===== src/rtl/lc3b_types.sv =====
// Shared LC-3b memory types and arbiter state encodings for the I/D cache arbiter.
package lc3b_types;

    typedef logic [15:0]  lc3b_word;
    typedef logic [127:0] lc3b_cache_line;

    typedef enum logic [1:0] {
        ARB_IDLE    = 2'd0,
        ARB_GRANT_I = 2'd1,
        ARB_GRANT_D = 2'd2
    } arb_state_t;

    typedef enum logic {
        CLIENT_I = 1'b0,
        CLIENT_D = 1'b1
    } arb_client_t;

    function automatic arb_state_t grant_state(input arb_client_t client);
        return (client == CLIENT_D) ? ARB_GRANT_D : ARB_GRANT_I;
    endfunction

endpackage


===== src/rtl/cache_arbiter_if.sv =====
// Bus bundle between the two cache clients, the arbiter and physical memory.
// slave = arbiter side, master = clients + memory side.
interface cache_arbiter_if;
    import lc3b_types::*;

    logic           i_arb_mem_read;
    logic           i_arb_mem_write;
    lc3b_word       i_arb_mem_address;
    lc3b_cache_line i_arb_mem_wdata;
    logic           i_arb_mem_resp;
    lc3b_cache_line i_arb_mem_rdata;

    logic           d_arb_mem_read;
    logic           d_arb_mem_write;
    lc3b_word       d_arb_mem_address;
    lc3b_cache_line d_arb_mem_wdata;
    logic           d_arb_mem_resp;
    lc3b_cache_line d_arb_mem_rdata;

    logic           pmem_read;
    logic           pmem_write;
    lc3b_word       pmem_address;
    lc3b_cache_line pmem_wdata;
    logic           pmem_resp;
    lc3b_cache_line pmem_rdata;

    modport slave (
        input  i_arb_mem_read, i_arb_mem_write, i_arb_mem_address, i_arb_mem_wdata,
        output i_arb_mem_resp, i_arb_mem_rdata,
        input  d_arb_mem_read, d_arb_mem_write, d_arb_mem_address, d_arb_mem_wdata,
        output d_arb_mem_resp, d_arb_mem_rdata,
        output pmem_read, pmem_write, pmem_address, pmem_wdata,
        input  pmem_resp, pmem_rdata
    );

    modport master (
        output i_arb_mem_read, i_arb_mem_write, i_arb_mem_address, i_arb_mem_wdata,
        input  i_arb_mem_resp, i_arb_mem_rdata,
        output d_arb_mem_read, d_arb_mem_write, d_arb_mem_address, d_arb_mem_wdata,
        input  d_arb_mem_resp, d_arb_mem_rdata,
        input  pmem_read, pmem_write, pmem_address, pmem_wdata,
        output pmem_resp, pmem_rdata
    );

endinterface


===== src/rtl/cache_arbiter_control.sv =====
// Grant FSM and last_grant history for the cache arbiter.
// ARB_ROUND_ROBIN_EN: ties go to the client not granted last; otherwise D_FIRST picks.
module arbiter_control
    import lc3b_types::*;
#(
    parameter bit D_FIRST = 1'b1
) (
    input  logic       clk,
    input  logic       reset_n,
    input  logic       i_i_req,
    input  logic       i_d_req,
    input  logic       i_pmem_resp,
    output arb_state_t o_state
);

    arb_state_t  r_state;
    arb_state_t  w_state_next;
    arb_client_t r_last_grant;
    arb_client_t w_last_grant_next;
    arb_client_t w_tie_winner;

`ifdef ARB_ROUND_ROBIN_EN
    localparam bit unused_d_first = D_FIRST;
    assign w_tie_winner = (r_last_grant == CLIENT_I) ? CLIENT_D : CLIENT_I;
`else
    // History is kept for observability only; it never steers a tie here.
    logic w_unused_last_grant;
    assign w_unused_last_grant = r_last_grant;
    assign w_tie_winner        = D_FIRST ? CLIENT_D : CLIENT_I;
`endif

    always_comb begin
        w_state_next      = r_state;
        w_last_grant_next = r_last_grant;
        case (r_state)
            ARB_IDLE: begin
                if (i_i_req && i_d_req) begin
                    w_state_next      = grant_state(w_tie_winner);
                    w_last_grant_next = w_tie_winner;
                end else if (i_d_req) begin
                    w_state_next      = ARB_GRANT_D;
                    w_last_grant_next = CLIENT_D;
                end else if (i_i_req) begin
                    w_state_next      = ARB_GRANT_I;
                    w_last_grant_next = CLIENT_I;
                end
            end
            // A grant is held until memory answers, regardless of client requests.
            ARB_GRANT_I, ARB_GRANT_D: begin
                if (i_pmem_resp) begin
                    w_state_next = ARB_IDLE;
                end
            end
            default: begin
                w_state_next = ARB_IDLE;
            end
        endcase
    end

    always_ff @(posedge clk or negedge reset_n) begin
        if (!reset_n) begin
            r_state      <= ARB_IDLE;
            r_last_grant <= CLIENT_I;
        end else begin
            r_state      <= w_state_next;
            r_last_grant <= w_last_grant_next;
        end
    end

    assign o_state = r_state;

endmodule


===== src/rtl/cache_arbiter.sv =====
// Two-client (I-cache / D-cache) arbiter onto a single physical memory port.
// Tie policy selectable by ARB_ROUND_ROBIN_EN (see arbiter_control).
module cache_arbiter
    import lc3b_types::*;
#(
    parameter bit D_FIRST = 1'b1
) (
    input  logic            clk,
    input  logic            reset_n,
    cache_arbiter_if.slave  bus
);

    logic       w_i_req;
    logic       w_d_req;
    arb_state_t w_state;

    assign w_i_req = bus.i_arb_mem_read | bus.i_arb_mem_write;
    assign w_d_req = bus.d_arb_mem_read | bus.d_arb_mem_write;

    arbiter_control #(
        .D_FIRST (D_FIRST)
    ) u_control (
        .clk         (clk),
        .reset_n     (reset_n),
        .i_i_req     (w_i_req),
        .i_d_req     (w_d_req),
        .i_pmem_resp (bus.pmem_resp),
        .o_state     (w_state)
    );

    // Pure combinational steering so a response reaches the client in the same cycle.
    always_comb begin
        bus.pmem_read      = 1'b0;
        bus.pmem_write     = 1'b0;
        bus.pmem_address   = '0;
        bus.pmem_wdata     = '0;
        bus.i_arb_mem_resp = 1'b0;
        bus.d_arb_mem_resp = 1'b0;
        case (w_state)
            ARB_GRANT_I: begin
                bus.pmem_read      = bus.i_arb_mem_read;
                bus.pmem_write     = bus.i_arb_mem_write;
                bus.pmem_address   = bus.i_arb_mem_address;
                bus.pmem_wdata     = bus.i_arb_mem_wdata;
                bus.i_arb_mem_resp = bus.pmem_resp;
            end
            ARB_GRANT_D: begin
                bus.pmem_read      = bus.d_arb_mem_read;
                bus.pmem_write     = bus.d_arb_mem_write;
                bus.pmem_address   = bus.d_arb_mem_address;
                bus.pmem_wdata     = bus.d_arb_mem_wdata;
                bus.d_arb_mem_resp = bus.pmem_resp;
            end
            default: ;
        endcase
    end

    assign bus.i_arb_mem_rdata = bus.pmem_rdata;
    assign bus.d_arb_mem_rdata = bus.pmem_rdata;

endmodule


===== src/flat_wrapper.sv =====
// flat-port wrapper written by rule: the top's interface ports become plain ports
module cache_arbiter_flat import lc3b_types::*;
#(
    parameter bit D_FIRST = 1'b1
)
  (clk, reset_n, bus_i_arb_mem_read, bus_i_arb_mem_write, bus_i_arb_mem_address, bus_i_arb_mem_wdata, bus_i_arb_mem_resp, bus_i_arb_mem_rdata, bus_d_arb_mem_read, bus_d_arb_mem_write, bus_d_arb_mem_address, bus_d_arb_mem_wdata, bus_d_arb_mem_resp, bus_d_arb_mem_rdata, bus_pmem_read, bus_pmem_write, bus_pmem_address, bus_pmem_wdata, bus_pmem_resp, bus_pmem_rdata);
  cache_arbiter_if bus_i ();
  input  logic clk;
  input  logic reset_n;
  input wire logic [$bits(bus_i.i_arb_mem_read)-1:0] bus_i_arb_mem_read;
  input wire logic [$bits(bus_i.i_arb_mem_write)-1:0] bus_i_arb_mem_write;
  input wire logic [$bits(bus_i.i_arb_mem_address)-1:0] bus_i_arb_mem_address;
  input wire logic [$bits(bus_i.i_arb_mem_wdata)-1:0] bus_i_arb_mem_wdata;
  output wire logic [$bits(bus_i.i_arb_mem_resp)-1:0] bus_i_arb_mem_resp;
  output wire logic [$bits(bus_i.i_arb_mem_rdata)-1:0] bus_i_arb_mem_rdata;
  input wire logic [$bits(bus_i.d_arb_mem_read)-1:0] bus_d_arb_mem_read;
  input wire logic [$bits(bus_i.d_arb_mem_write)-1:0] bus_d_arb_mem_write;
  input wire logic [$bits(bus_i.d_arb_mem_address)-1:0] bus_d_arb_mem_address;
  input wire logic [$bits(bus_i.d_arb_mem_wdata)-1:0] bus_d_arb_mem_wdata;
  output wire logic [$bits(bus_i.d_arb_mem_resp)-1:0] bus_d_arb_mem_resp;
  output wire logic [$bits(bus_i.d_arb_mem_rdata)-1:0] bus_d_arb_mem_rdata;
  output wire logic [$bits(bus_i.pmem_read)-1:0] bus_pmem_read;
  output wire logic [$bits(bus_i.pmem_write)-1:0] bus_pmem_write;
  output wire logic [$bits(bus_i.pmem_address)-1:0] bus_pmem_address;
  output wire logic [$bits(bus_i.pmem_wdata)-1:0] bus_pmem_wdata;
  input wire logic [$bits(bus_i.pmem_resp)-1:0] bus_pmem_resp;
  input wire logic [$bits(bus_i.pmem_rdata)-1:0] bus_pmem_rdata;
  assign bus_i.i_arb_mem_read = bus_i_arb_mem_read;
  assign bus_i.i_arb_mem_write = bus_i_arb_mem_write;
  assign bus_i.i_arb_mem_address = bus_i_arb_mem_address;
  assign bus_i.i_arb_mem_wdata = bus_i_arb_mem_wdata;
  assign bus_i_arb_mem_resp = bus_i.i_arb_mem_resp;
  assign bus_i_arb_mem_rdata = bus_i.i_arb_mem_rdata;
  assign bus_i.d_arb_mem_read = bus_d_arb_mem_read;
  assign bus_i.d_arb_mem_write = bus_d_arb_mem_write;
  assign bus_i.d_arb_mem_address = bus_d_arb_mem_address;
  assign bus_i.d_arb_mem_wdata = bus_d_arb_mem_wdata;
  assign bus_d_arb_mem_resp = bus_i.d_arb_mem_resp;
  assign bus_d_arb_mem_rdata = bus_i.d_arb_mem_rdata;
  assign bus_pmem_read = bus_i.pmem_read;
  assign bus_pmem_write = bus_i.pmem_write;
  assign bus_pmem_address = bus_i.pmem_address;
  assign bus_pmem_wdata = bus_i.pmem_wdata;
  assign bus_i.pmem_resp = bus_pmem_resp;
  assign bus_i.pmem_rdata = bus_pmem_rdata;
  cache_arbiter #(.D_FIRST(D_FIRST)) u_core (.clk(clk), .reset_n(reset_n), .bus(bus_i));
endmodule

===== config.mk =====
export PLATFORM = sky130hd
export DESIGN_NAME = cache_arbiter_flat
export DESIGN_NICKNAME = d
export VERILOG_FILES = /design/src/rtl/lc3b_types.sv /design/src/rtl/cache_arbiter_if.sv /design/src/rtl/cache_arbiter_control.sv /design/src/rtl/cache_arbiter.sv /design/src/flat_wrapper.sv
export SDC_FILE = /design/constraint.sdc
export NUM_CORES = 1
export LEC_CHECK = 0
export ABC_AREA = 1
export CAP_MARGIN = 30
export CORE_AREA = 2 2 326 328
export CTS_CLUSTER_SIZE = 30
export DETAILED_ROUTE_END_ITERATION = 10
export DIE_AREA = 0 0 328 330
export PLACE_DENSITY_LB_ADDON = 0.12
export SYNTH_ARGS = -nofsm -noshare
export SYNTH_HDL_FRONTEND = slang
export SYNTH_SLANG_ARGS = --single-unit

===== constraint.sdc =====
create_clock -name clk -period 1.4 [get_ports clk]
set_clock_uncertainty 0.05 [all_clocks]
set_input_delay 0.28 -clock clk [delete_from_list [all_inputs] [get_ports clk]]
set_output_delay 0.28 -clock clk [all_outputs]
set_load 0.05 [all_outputs]

; Word-level counts from Yosys, hierarchy flattened
; Index checks and enable logic that the tools add are counted.
[word_totals]
ff_bits = 2
in_bits = 423
output_inout_bits = 404
[classes]
eq_ne = 4
mux = 11
bitwise = 2
reduce_logical = 4
[op_table]
columns = operator, n
row1 = $pmux W128 S2, 1
row2 = $pmux W16 S2, 1
row3 = $mux W2, 4
row4 = $ne A4 B4 Y1 const B, 1
row5 = $pmux W1 S2, 2
row6 = $pmux W2 S2, 1
row7 = $eq A2 B1 Y1 const B, 1
row8 = $eq A2 B2 Y1 const B, 1
row9 = $logic_not A2 Y1, 1
row10 = $mux W1, 2
row11 = $ne A2 B2 Y1 const B, 1
row12 = $or A1 B1 Y1, 2
row13 = $reduce_and A2 Y1, 1
row14 = $reduce_or A2 Y1, 1
row15 = $logic_and A1 B1 Y1, 1

; Depth between registers and ports, before layout
; Gate-level depths: netlist of run 1.
[depth]
depth_word = 5
ltp_mapped = 7
mapped_depth_nobuf = 7

; Cells and area by module
; Synthesis of run 1 repeated with hierarchy kept, for this count alone.
[unflattened]
hier_cells = 769
hier_area_um2 = 4241.6
[modules_own_cells]
columns = module, n_inst, cells_each, area_per_inst_um2, seq_area_each_um2
row1 = cache_arbiter, 1, 752, 4119.0, 0.0
row2 = arbiter_control, 1, 17, 122.6, 50.0

; Worst setup path after synthesis of run 1
; No wires, ideal clock.
[synth_timing]
path_type = reg2out
startpoint = reg u_core.u_control.r_state[1], in the netlist u_core.u_control.o_state[1]
endpoint = out bus_pmem_wdata[100]
arrival_ns = 1.800
t_required_ns = 1.070
path_slack_ns = -0.730
stages_incl_launch_ff = 7
path_buffers = 2
cell_sequence = dfrtp_1 > inv_1 > ha_1 > inv_1 > buf_2 > buf_2 > a21oi_1
[synth_via]
elab_chain_cells = 2
word_cells_on_any_way = 3
[synth_rtl]
columns = element, line_no
row1 = "start, declared", cache_arbiter_control.sv:16  ; arb_state_t r_state;
row2 = "start signal, assigned", cache_arbiter_control.sv:65  ; r_state <= w_state_next;
row3 = $eq A2 B2 Y1 / $eq A2 B1 Y1 (equally long branches), cache_arbiter.sv:39  ; case (w_state)
row4 = $pmux W128 S2 *, cache_arbiter.sv:39
row5 = "end, declared", flat_wrapper.sv:25  ; output wire logic [$bits(bus_i.pmem_wdata)-1:0] bus_pmem_wdata;
; Mark *: on every way between the ends. The rest lies on a longest branch, timed or not.

; Worst setup path after layout of run 1
[layout_timing]
startpoint = reg u_core.u_control.r_state[0], in the netlist u_core.u_control.o_state[0]
endpoint = out bus_pmem_wdata[64]
; The elaborated chain is that of the path after synthesis.

==> results_dict.tcl, run 1 <==
set metrics [dict create \
    status "finished, violations left" \
    failed_checks "setup timing" \
    worstPathCellList "inv_2, buf_4, ha_4, inv_8, buf_12, buf_16, a21oi_4, buf_6" \
    synth_top_family_by_area "buffers and inverters" \
    slew_viol_final 0 \
    dp.cells 2380 \
    synthAdderAreaFrac 0.00879 \
    fin_nets 1464 \
    routedWlPerCell_microns 18.5 \
    seq_area_frac_synth 0.0117 \
    drtIter0Drc 179 \
    cpPeakStageDelay_ns 0.36 \
    grt_overflow_total 0 \
    max_freq_mhz 459 \
    grt_pass1_wl_microns 55900 \
    grt_max_degree 34 \
    critical_path.slowest_cell "dfrtp_1" \
    worst_slack_ns -0.781 \
    rsz0062_at_grt "yes" \
    hpwlAfterDp_microns 36500 \
    pin_count 827 \
    path_class "reg -> out" \
    core_sq_mm 0.105 \
    critPathLaunchType "register" \
    critical_path_arrival_ns 1.85 \
    synthTopCellsByArea "buf_4, nand2_1, a21oi_1" \
    drc 0 \
    instances_no_fill 2431 \
    period_share 1.56 \
    numClockSinks 2 \
    totalWireLength_microns 45000 \
    synth_xor_area_frac 0 \
    numPortBuffers 442 \
    required_ns 1.07 \
    rows 119 \
    leakagePower_nw 4.42 \
    root_buffer "clkbuf_16" \
    grt_antenna_before_repair 14 \
    p_per_area_mw_per_mm2 1990 \
    cp_num_buf_inv 6 \
    ys_ff_latch 2 \
    fillers 12000 \
    peakVddDrop_v 0.000672 \
    synth_cell_type_count 12 \
    largest_register_ffs 2 \
    dieArea_sq_mm 0.108 \
    hp-class "in -> async" \
    clk_transition_reported_paths_ns 0.03 \
    finalCriticalPeriod_ns 2.18 \
    grt_pass1_vias 6403 \
    syn_area_per_cell_sq_um 5.55 \
    place_area_sq_mm 0.0104 \
    cts_buffer_depth 2 \
    cts_tree "yes" \
    numCtsBuffers 3 \
    synthesis.area_sq_mm 0.00427 \
    fin_area_sq_mm 0.0132 \
    insertion_delay_ns 0.22 \
    tightest_slew_ns 0.350 \
    synth_area_leader_cell "buf_4" \
    synth_compound_gate_area_share 0.171 \
    syn-instance-count 769 \
    start_util 0.0408 \
    synthSimpleGateAreaFrac 0.269 \
    maxCapViolations 0 \
    track_usage 0.0753 \
    final_common_cell "clkdlybuf4s50_1" \
    drive_gt1_frac 0.514 \
    die_y_microns 330 \
    layout_common_cells "clkdlybuf4s50_1, nand2_1, buf_12" \
    cp_top_family "buffers and inverters" \
    ys_warn_count 0 \
    max_slew_margin 0.766 \
    cp_max_fo 10 \
    hold_viol 0 \
    yosysTopAreaCellShare 0.482 \
    h-tree-depth 1 \
    vias 5914 \
    synthToLayoutAreaGrowth_pct 208 \
    gp_congestion 0.723 \
    finalSetupTns_ns -105.22 \
    via_per_inst 2.43 \
    fp.dieW_microns 328 \
    synth_mux_area_frac 0 \
    first_pass_iters 4 \
    ant_nets 0 \
    setup_viol 148 \
    synth_nets 1195 \
    hold_buffers 0 \
    end_kind "output pin" \
]
[worst paths after layout]
check,startpoint,to,slack [ns],cells past startpoint
setup reg to reg,u_core.u_control.o_state[0],u_core.u_control.o_state[0],0.08,8
min in group clk,bus_pmem_rdata[99],bus_i_arb_mem_rdata[99],0.51,0
setup / recovery,u_core.u_control.o_state[0],bus_pmem_wdata[64],-0.78,8
max in group asynchronous,reset_n,u_core.u_control.o_state[0],0.98,1
hold reg to reg,u_core.u_control.o_state[1],u_core.u_control.o_state[1],0.61,3
hold / removal,reset_n,u_core.u_control.o_state[1],0.19,1
[Yosys cell counts]
cell type / instances
nand2_1: 302
buf_4: 274
a21oi_1: 146
buf_2: 18
buf_6: 10
inv_1: 9
ha_1: 3
clkbuf_1: 2
dfrtp_1: 2
nand3_1: 1
nand3b_1: 1
nor2_1: 1
[cell type report]
cell class	instances	area (sq um)	share of cell area
inverters	9	43.8	0.00333
flip-flops and latches	2	50.0	0.00381
diodes	4	10.0	0.000761
well taps	1391	1740	0.132
clock buffers	3	75.1	0.00571
repair buffers	568	7470	0.568
multi-input cells	454	3770	0.286
[worst reg2reg max path, stage by stage, from the launching register on]
cell and delay (ns):
dfrtp_1 0.36, inv_2 0.06, buf_4 0.14, ha_4 0.29
nand2_1 0.08, nand2_1 0.10, nand2_1 0.06, nand2_1 0.05
inv_1 0.03
[repair_timing]
item | CTS | global route
resized for setup | 261 | 227
buffers inserted | 12 | 20
pin swaps | 14 | 97
cloned | 11 | 8
setup endpoints to repair | 148 | 148
[power by group]
group / internal (mW) / total (mW) / switching, mW
sequential: 0.0827 / 0.101 / 0.0181
combinational: 11.3 / 25.7 / 14.4
clock: 0.363 / 0.427 / 0.0638
[cells by family after synthesis]
group | after synthesis
and+or+nand+nor | 305
AOI/OAI and AO/OA | 146
adders and majority gates | 3
DFF | 2
buffers and inverters | 313
[routing by layer]
layer	vias to the layer above	track usage	wire length (microns)
li1	2710	-	-
met1	2656	0.0926	18600
met2	396	0.110	19100
met3	130	0.0422	5570
met4	22	0.0244	1610
met5	-	0	151
[metrics by stage]
stage	hold slack, ns	setup WS, ns	power, mW	utilization
CTS	0.189	-0.822	23.6	0.113
detailed placement	0.420	-0.779	19.3	0.0991
global route	0.186	-0.883	27.7	0.126
floorplan	-0.0656	-0.710	12.3	-
finish	0.189	-0.781	26.2	0.126
global placement	0.415	-0.763	19.4	0.0991
No activity file was read; power rests on OpenSTA's default activity.
==> run 2, diff against run 1 <==
CAP_MARGIN = 0   (was 30)
==> results of run 2 <==
No change in the layout: final DEF, timing and power equal those of run 1.
